===== src/rtl/wavefront_skew_feeder.sv =====
// wavefront_skew_feeder
// Feeds the transpose-conv diagonal systolic array. It takes one unskewed
// vector per iteration (Dimension weights plus one ifmap scalar) and emits a
// diagonal wavefront. At phase P, lane k carries weight[k][P-k], or 0 when
// that index lies outside the job. The job runs T = N + Dimension - 1 phases.
//
// Ports
//   clk, rst         clock, synchronous active-high reset
//   start            job start, honoured only in IDLE
//   num_iterations   N, latched when a start is accepted
//   in_valid/ready   source handshake for {weight_vec, ifmap_val}
//   out_valid/ready  sink handshake for {weight_out, ifmap_out, out_phase}
//   busy             high in RUN or FLUSH
//   done             one-cycle pulse at the end of a job
//
// state | meaning
// IDLE  | waiting for start
// RUN   | advancing phases 0..T-1
// FLUSH | last phase issued, waiting for it to be consumed
// DONE  | one-cycle done pulse
module wavefront_skew_feeder #(
  parameter int DW        = 16,
  parameter int Dimension = 16
) (
  input  logic                    clk,
  input  logic                    rst,
  input  logic                    start,
  input  logic [8:0]              num_iterations,
  input  logic                    in_valid,
  output logic                    in_ready,
  input  logic [DW*Dimension-1:0] weight_vec,
  input  logic [DW-1:0]           ifmap_val,
  output logic                    out_valid,
  input  logic                    out_ready,
  output logic [DW*Dimension-1:0] weight_out,
  output logic [DW*Dimension-1:0] ifmap_out,
  output logic [8:0]              out_phase,
  output logic                    busy,
  output logic                    done
);

  typedef enum logic [1:0] {IDLE, RUN, FLUSH, DONE} state_t;

  localparam logic [9:0] TAIL = 10'(Dimension - 1);

  state_t      state, state_nxt;
  logic [8:0]  n_lat;
  // One bit wider than out_phase so the last phase (up to N + Dimension - 2)
  // is always reachable.
  logic [9:0]  p;
  logic [9:0]  t_last;
  logic        p_lt_n;
  logic        slot_free;
  logic        advance;
  logic        out_valid_q;
  logic [8:0]  phase_q;
  logic [DW-1:0] ifmap_q;

  assign t_last = {1'b0, n_lat} + TAIL - 10'd1;

  always_comb begin
    state_nxt = state;
    in_ready  = 1'b0;
    advance   = 1'b0;
    slot_free = !out_valid_q || out_ready;
    p_lt_n    = p < {1'b0, n_lat};
    case (state)
      IDLE: begin
        if (start) state_nxt = (num_iterations == 9'd0) ? DONE : RUN;
      end
      RUN: begin
        in_ready = p_lt_n && slot_free;
        advance  = slot_free && (!p_lt_n || in_valid);
        if (advance && (p == t_last)) state_nxt = FLUSH;
      end
      FLUSH: begin
        if (out_valid_q && out_ready) state_nxt = DONE;
      end
      DONE: state_nxt = IDLE;
      default: state_nxt = IDLE;
    endcase
  end

  always_ff @(posedge clk) begin
    if (rst) state <= IDLE;
    else     state <= state_nxt;
  end

  always_ff @(posedge clk) begin
    if (rst) begin
      n_lat       <= '0;
      p           <= '0;
      out_valid_q <= 1'b0;
      phase_q     <= '0;
      ifmap_q     <= '0;
    end else begin
      if (state == IDLE && start) begin
        n_lat <= num_iterations;
        p     <= '0;
      end
      if (advance) begin
        ifmap_q     <= p_lt_n ? ifmap_val : '0;
        phase_q     <= p[8:0];
        out_valid_q <= 1'b1;
        p           <= p + 10'd1;
      end else if (out_valid_q && out_ready) begin
        out_valid_q <= 1'b0;
      end
    end
  end

  // Lane k sees its injected value k advances later. Past the last input
  // zeros are injected, so the lines drain clean by the end of every job.
  for (genvar k = 0; k < Dimension; k++) begin : g_lane
    logic [DW-1:0] inj;
    logic [DW-1:0] lane_q;

    assign inj = p_lt_n ? weight_vec[k*DW +: DW] : '0;

    if (k == 0) begin : g_direct
      always_ff @(posedge clk) begin
        if (rst)          lane_q <= '0;
        else if (advance) lane_q <= inj;
      end
    end else begin : g_delay
      logic [DW-1:0] line [k];
      always_ff @(posedge clk) begin
        if (rst) begin
          lane_q <= '0;
          for (int i = 0; i < k; i++) line[i] <= '0;
        end else if (advance) begin
          lane_q  <= line[k-1];
          line[0] <= inj;
          for (int i = 1; i < k; i++) line[i] <= line[i-1];
        end
      end
    end

    assign weight_out[k*DW +: DW] = lane_q;
  end

  assign ifmap_out = {{(DW*(Dimension-1)){1'b0}}, ifmap_q};
  assign out_valid = out_valid_q;
  assign out_phase = phase_q;
  assign busy      = (state == RUN) || (state == FLUSH);
  assign done      = (state == DONE);

endmodule

===== config.mk =====
export PLATFORM = sky130hd
export DESIGN_NAME = wavefront_skew_feeder
export DESIGN_NICKNAME = d
export VERILOG_FILES = /design/src/rtl/wavefront_skew_feeder.sv
export SDC_FILE = /design/constraint.sdc
export NUM_CORES = 2
export LEC_CHECK = 0
export CAP_MARGIN = 25
export CORE_MARGIN = 3
export CORE_UTILIZATION = 42
export DETAILED_ROUTE_END_ITERATION = 8
export PLACE_DENSITY_LB_ADDON = 0.05
export SKIP_LAST_GASP = 1
export SLEW_MARGIN = 20
export SYNTH_ARGS = -nofsm -noshare
export SYNTH_HDL_FRONTEND = slang
export SYNTH_SLANG_ARGS = --single-unit

===== constraint.sdc =====
create_clock -name clk -period 44.4 [get_ports clk]
set_input_delay 4.44 -clock clk [delete_from_list [all_inputs] [get_ports clk]]
set_output_delay 4.44 -clock clk [all_outputs]
set_load 0.005 [all_outputs]

==> summary.md <==
| Metric | Value |
|---|---|
| Global routing usage on met1 | `18.4%` |
| Hold WC Path Type | `reg2reg` |
| Placeable core region | `198000 um2` |
| Netlist Area Pre-Place | `83700 um2` |
| Die extent in x | `452 um` |
| Routed via count | `40329` |
| Setup repair after global routing missed its margin | `false` |
| Max-capacitance violation count | `0` |
| Most area-hungry cell type in the Yosys netlist | `sky130_fd_sc_hd__edfxtp_1` |
| Element type at the critical path end | `primary output` |
| Count of warnings emitted by yosys | `0` |
| TritonCTS clock tree | `yes` |
| F_max | `91.4 MHz` |
| Gr usage total | `14.4%` |
| Post-CTS resize count | `0` |
| Starting DRC count in detailed routing | `3058` |
| Number of enable-type register cells in the synthesized netlist | `1920` |
| Portion of synthesized cell area occupied by the leading cell type | `68.9%` |
| Worst flop-to-flop path startpoint | `n_lat[4]` |
| Worst flop-to-flop path endpoint | `g_lane[13].g_delay.line[5][12]` |
| Worst-case reg-to-reg path depth | `15` |
| Wire length of the first global-routing pass | `231000 um` |
| Worst relative slew slack | `19.0%` |
| Count of antenna-violating nets left after detailed routing | `0` |
| Critical path fanouts, max | `9` |
| Worst ir drop on vdd | `0.0000389 V` |
| Setup_tns | `0 ps` |
| Crit Path Class | `in2out` |
| Height of the die | `452 um` |
| Antenna violations before repair | `17` |
| Final hold violation count | `0` |
| Final net count | `6504` |
| FFs w/ async S/R, synth | `0%` |
| Maximum number of pins on one net before global-route repair | `316` |
| Setup fix buffers added after clock tree synthesis | `0` |
| Post-layout instance count excluding filler cells | `9057` |
| Syn Inst Count | `5660` |
| Main synth FF type | `sky130_fd_sc_hd__edfxtp_1` |
| Kind of start point of the critical path | `primary input` |
| Number of optimization iterations in the first detailed-route pass | `5` |
| Post-Route WL | `149000 um` |
| Maximum clock path buffer count | `3` |
| Dominant cells by area after synthesis | `sky130_fd_sc_hd__edfxtp_1 69%, sky130_fd_sc_hd__and2_1 12%, sky130_fd_sc_hd__dfxtp_1 7.2%, sky130_fd_sc_hd__nand2_1 2.4%, sky130_fd_sc_hd__buf_4 2.3%` |
| Remaining global-route overflow | `0` |
| H-tree level count | `4` |
| Routed via count divided by cell count | `4.45` |
| Run status | `finished clean` |
| Setup-failing EPs final | `0` |
| GR peak layer | `met2` |
| Port buffer count | `570` |
| Synth-to-Final Area Change | `17.7%` |
| Transition time at the pin with the least slew margin | `1220 ps` |
| Final setup skew | `22.3 ps` |
| Sequential-to-total area share from yosys stat | `76.1%` |
| Core Rows | `163` |
| End point of the critical path | `in_ready` |
| Sink Count | `2223` |
| Number of placed instances, taps included | `8602` |
| Vias in the first global route | `39187` |
| Remaining routing DRC violations | `0` |
| Count of cell types in the netlist | `57` |
| Data arrival time of the critical path | `6500 ps` |
| WL/cell | `16.5 um` |
| DPL Wire Length | `85300 um` |
| Num CTS Buffers | `232` |
| Register-to-register path setup slack | `37080 ps` |
| Overall die area | `205000 um2` |
| First element of the critical path | `out_ready` |
| Cell area power density | `52.6 nW/um2` |
| Number of buffers inserted for hold repair after clock tree synthesis | `0` |
| Post-synthesis sequential element count | `2223` |
| Static Leakage | `36.0 nW` |
| Clock input transition at the sequential cells of the worst setup and hold paths | `60 ps` |
| Global placement routability congestion | `0.782` |
| Cell at the root of the clock tree | `sky130_fd_sc_hd__clkbuf_16` |
| Initial core utilization | `42.3%` |
| Slew Limit Fails | `0` |
| Global-route track usage on met2 | `23.8%` |
| Average instance area after synthesis | `14.8 um2` |
| Met3 track demand over resource in global routing | `3.24%` |
| Crit path time final | `10940 ps` |
| Insertion delay to the later sink of the worst-skew pair | `830 ps` |
| Final period util | `24.6%` |
| Boundary Pins | `811` |
| Worst Path Required | `39960 ps` |
| Layout cell share with drive strength beyond 1 | `6.15%` |
layer usage:
metal  wire length [um]  part of all wire, %  vias to the layer above
met5                 36                0.024                        -
met1              63800                   43                    19238
met4               4950                  3.3                        6
li1                   -                    -                    20009
met2              72800                   49                      808
met3               7780                  5.2                      268
stage by stage:
stage | setup slack [ps] | instance area, um2 | util, % | hold WS, ps | total power [W]
after floorplan | 206 | 84600 | - | 441 | 0.00370
after CTS | 33300 | 98300 | 49.7 | 454 | 0.00527
after global routing | 33210 | 98500 | 49.8 | 471 | 0.00544
after global placement | 32630 | 90800 | 45.9 | 441 | 0.00336
final | 33460 | 98500 | 49.8 | 452 | 0.00518
after detailed placement | 32590 | 90800 | 46.0 | 446 | 0.00337
worst min-delay path by stage:
stage,from,endpoint,cells past startpoint,slack (ps)
global route,g_lane[3].lane_q[1],g_lane[3].lane_q[1],2,470
CTS,g_lane[11].lane_q[1],g_lane[11].lane_q[1],2,450
detailed placement,g_lane[11].lane_q[1],g_lane[11].lane_q[1],2,450
floorplan,n_lat[0],n_lat[0],2,440
finish,g_lane[2].lane_q[12],g_lane[2].lane_q[12],2,450
global placement,g_lane[2].lane_q[11],g_lane[2].lane_q[11],2,440
cells in the final DEF, fill, tap and decap left out, drive strengths merged, types with 3 or more instances in the layout:
cell type / n
and3: 4
conb: 240
nor2b: 291
nand2b: 5
a211oi: 8
clkbuf: 344
nor2: 10
nand2: 528
diode: 10
inv: 19
ha: 16
edfxtp: 1920
bufinv: 12
nor3: 4
clkdlybuf4s50: 569
a22o: 32
or3b: 3
clkinv: 75
a311oi: 5
nand4: 3
nand3b: 4
xnor2: 5
clkinvlp: 4
o21ai: 8
buf: 54
mux2i: 3
a21oi: 273
nand3: 6
dfxtp: 303
and2: 1633
cells in the mapped netlist (2+ instances only):
library cell / n
sky130_fd_sc_hd__nand4_1: 3
sky130_fd_sc_hd__buf_1: 3
sky130_fd_sc_hd__nand3b_1: 4
sky130_fd_sc_hd__nand2_2: 2
sky130_fd_sc_hd__nand3_1: 6
sky130_fd_sc_hd__clkbuf_2: 5
sky130_fd_sc_hd__a211oi_2: 2
sky130_fd_sc_hd__buf_6: 14
sky130_fd_sc_hd__o21ai_0: 6
sky130_fd_sc_hd__a22o_1: 32
sky130_fd_sc_hd__a21oi_1: 272
sky130_fd_sc_hd__a211oi_1: 6
sky130_fd_sc_hd__nor3_1: 3
sky130_fd_sc_hd__dfxtp_1: 303
sky130_fd_sc_hd__edfxtp_1: 1920
sky130_fd_sc_hd__nand4b_1: 2
sky130_fd_sc_hd__xnor2_1: 5
sky130_fd_sc_hd__nand2b_1: 5
sky130_fd_sc_hd__a311oi_2: 4
sky130_fd_sc_hd__nor4_1: 2
sky130_fd_sc_hd__mux2i_1: 3
sky130_fd_sc_hd__a41oi_1: 2
sky130_fd_sc_hd__and3b_1: 2
sky130_fd_sc_hd__nor2_1: 10
sky130_fd_sc_hd__or3b_2: 2
sky130_fd_sc_hd__ha_1: 16
sky130_fd_sc_hd__inv_1: 15
sky130_fd_sc_hd__and2_1: 1633
sky130_fd_sc_hd__nor2b_1: 291
sky130_fd_sc_hd__clkbuf_1: 151
sky130_fd_sc_hd__nor3b_1: 2
sky130_fd_sc_hd__buf_4: 258
sky130_fd_sc_hd__buf_2: 123
sky130_fd_sc_hd__and3_1: 4
sky130_fd_sc_hd__xor2_1: 2
sky130_fd_sc_hd__nand2_1: 526
cell type report:
type	count	area [um2]
Multi-Input combinational cell	3107	17500
Tap cell	2640	3300
Timing Repair Buffer	623	6370
Clock inverter	95	807
Sequential cell	2223	63700
Inverter	15	63.8
Clock buffer	344	6650
Fill cell	17010	99100
Antenna cell	10	25.0
registers in the layout (all words and copies together), names as in the netlist:
name	cells
g_lane.lane_q	256
state	2
out_valid	1
ifmap_q	16
p	10
out_phase	9
g_lane.g_delay.line	1920
n_lat	9
power by group:
group          total (W)  internal [W]  switching [W]
Sequential       0.00277       0.00269      0.0000829
Combinational   0.000536      0.000184       0.000352
Clock            0.00187       0.00110       0.000775
cells by family (layout without fill, tap and decap cells):
kind of cell               count (synthesis)  count (layout)  share of synthesized area, %
AOI/OAI and AO/OA                        338             338                          2.32
xor gates and xnor gates                   7               7                        0.0733
adders and majority gates                 16              16                         0.239
buffers and inverters                    569            1077                          4.03
DFF                                     2223            2223                          76.1
muxes                                      4               4                        0.0493
other                                      1             250                       0.00448
and+or+nand+nor                         2502            2502                          17.1
critical path, stage by stage:
cell	delay (ps)
sky130_fd_sc_hd__clkdlybuf4s50_1	580
sky130_fd_sc_hd__nand2b_1	190
sky130_fd_sc_hd__nand2_1	290
sky130_fd_sc_hd__nor2_1	400
sky130_fd_sc_hd__clkdlybuf4s50_1	590
Power figures use the tool's default switching activity.
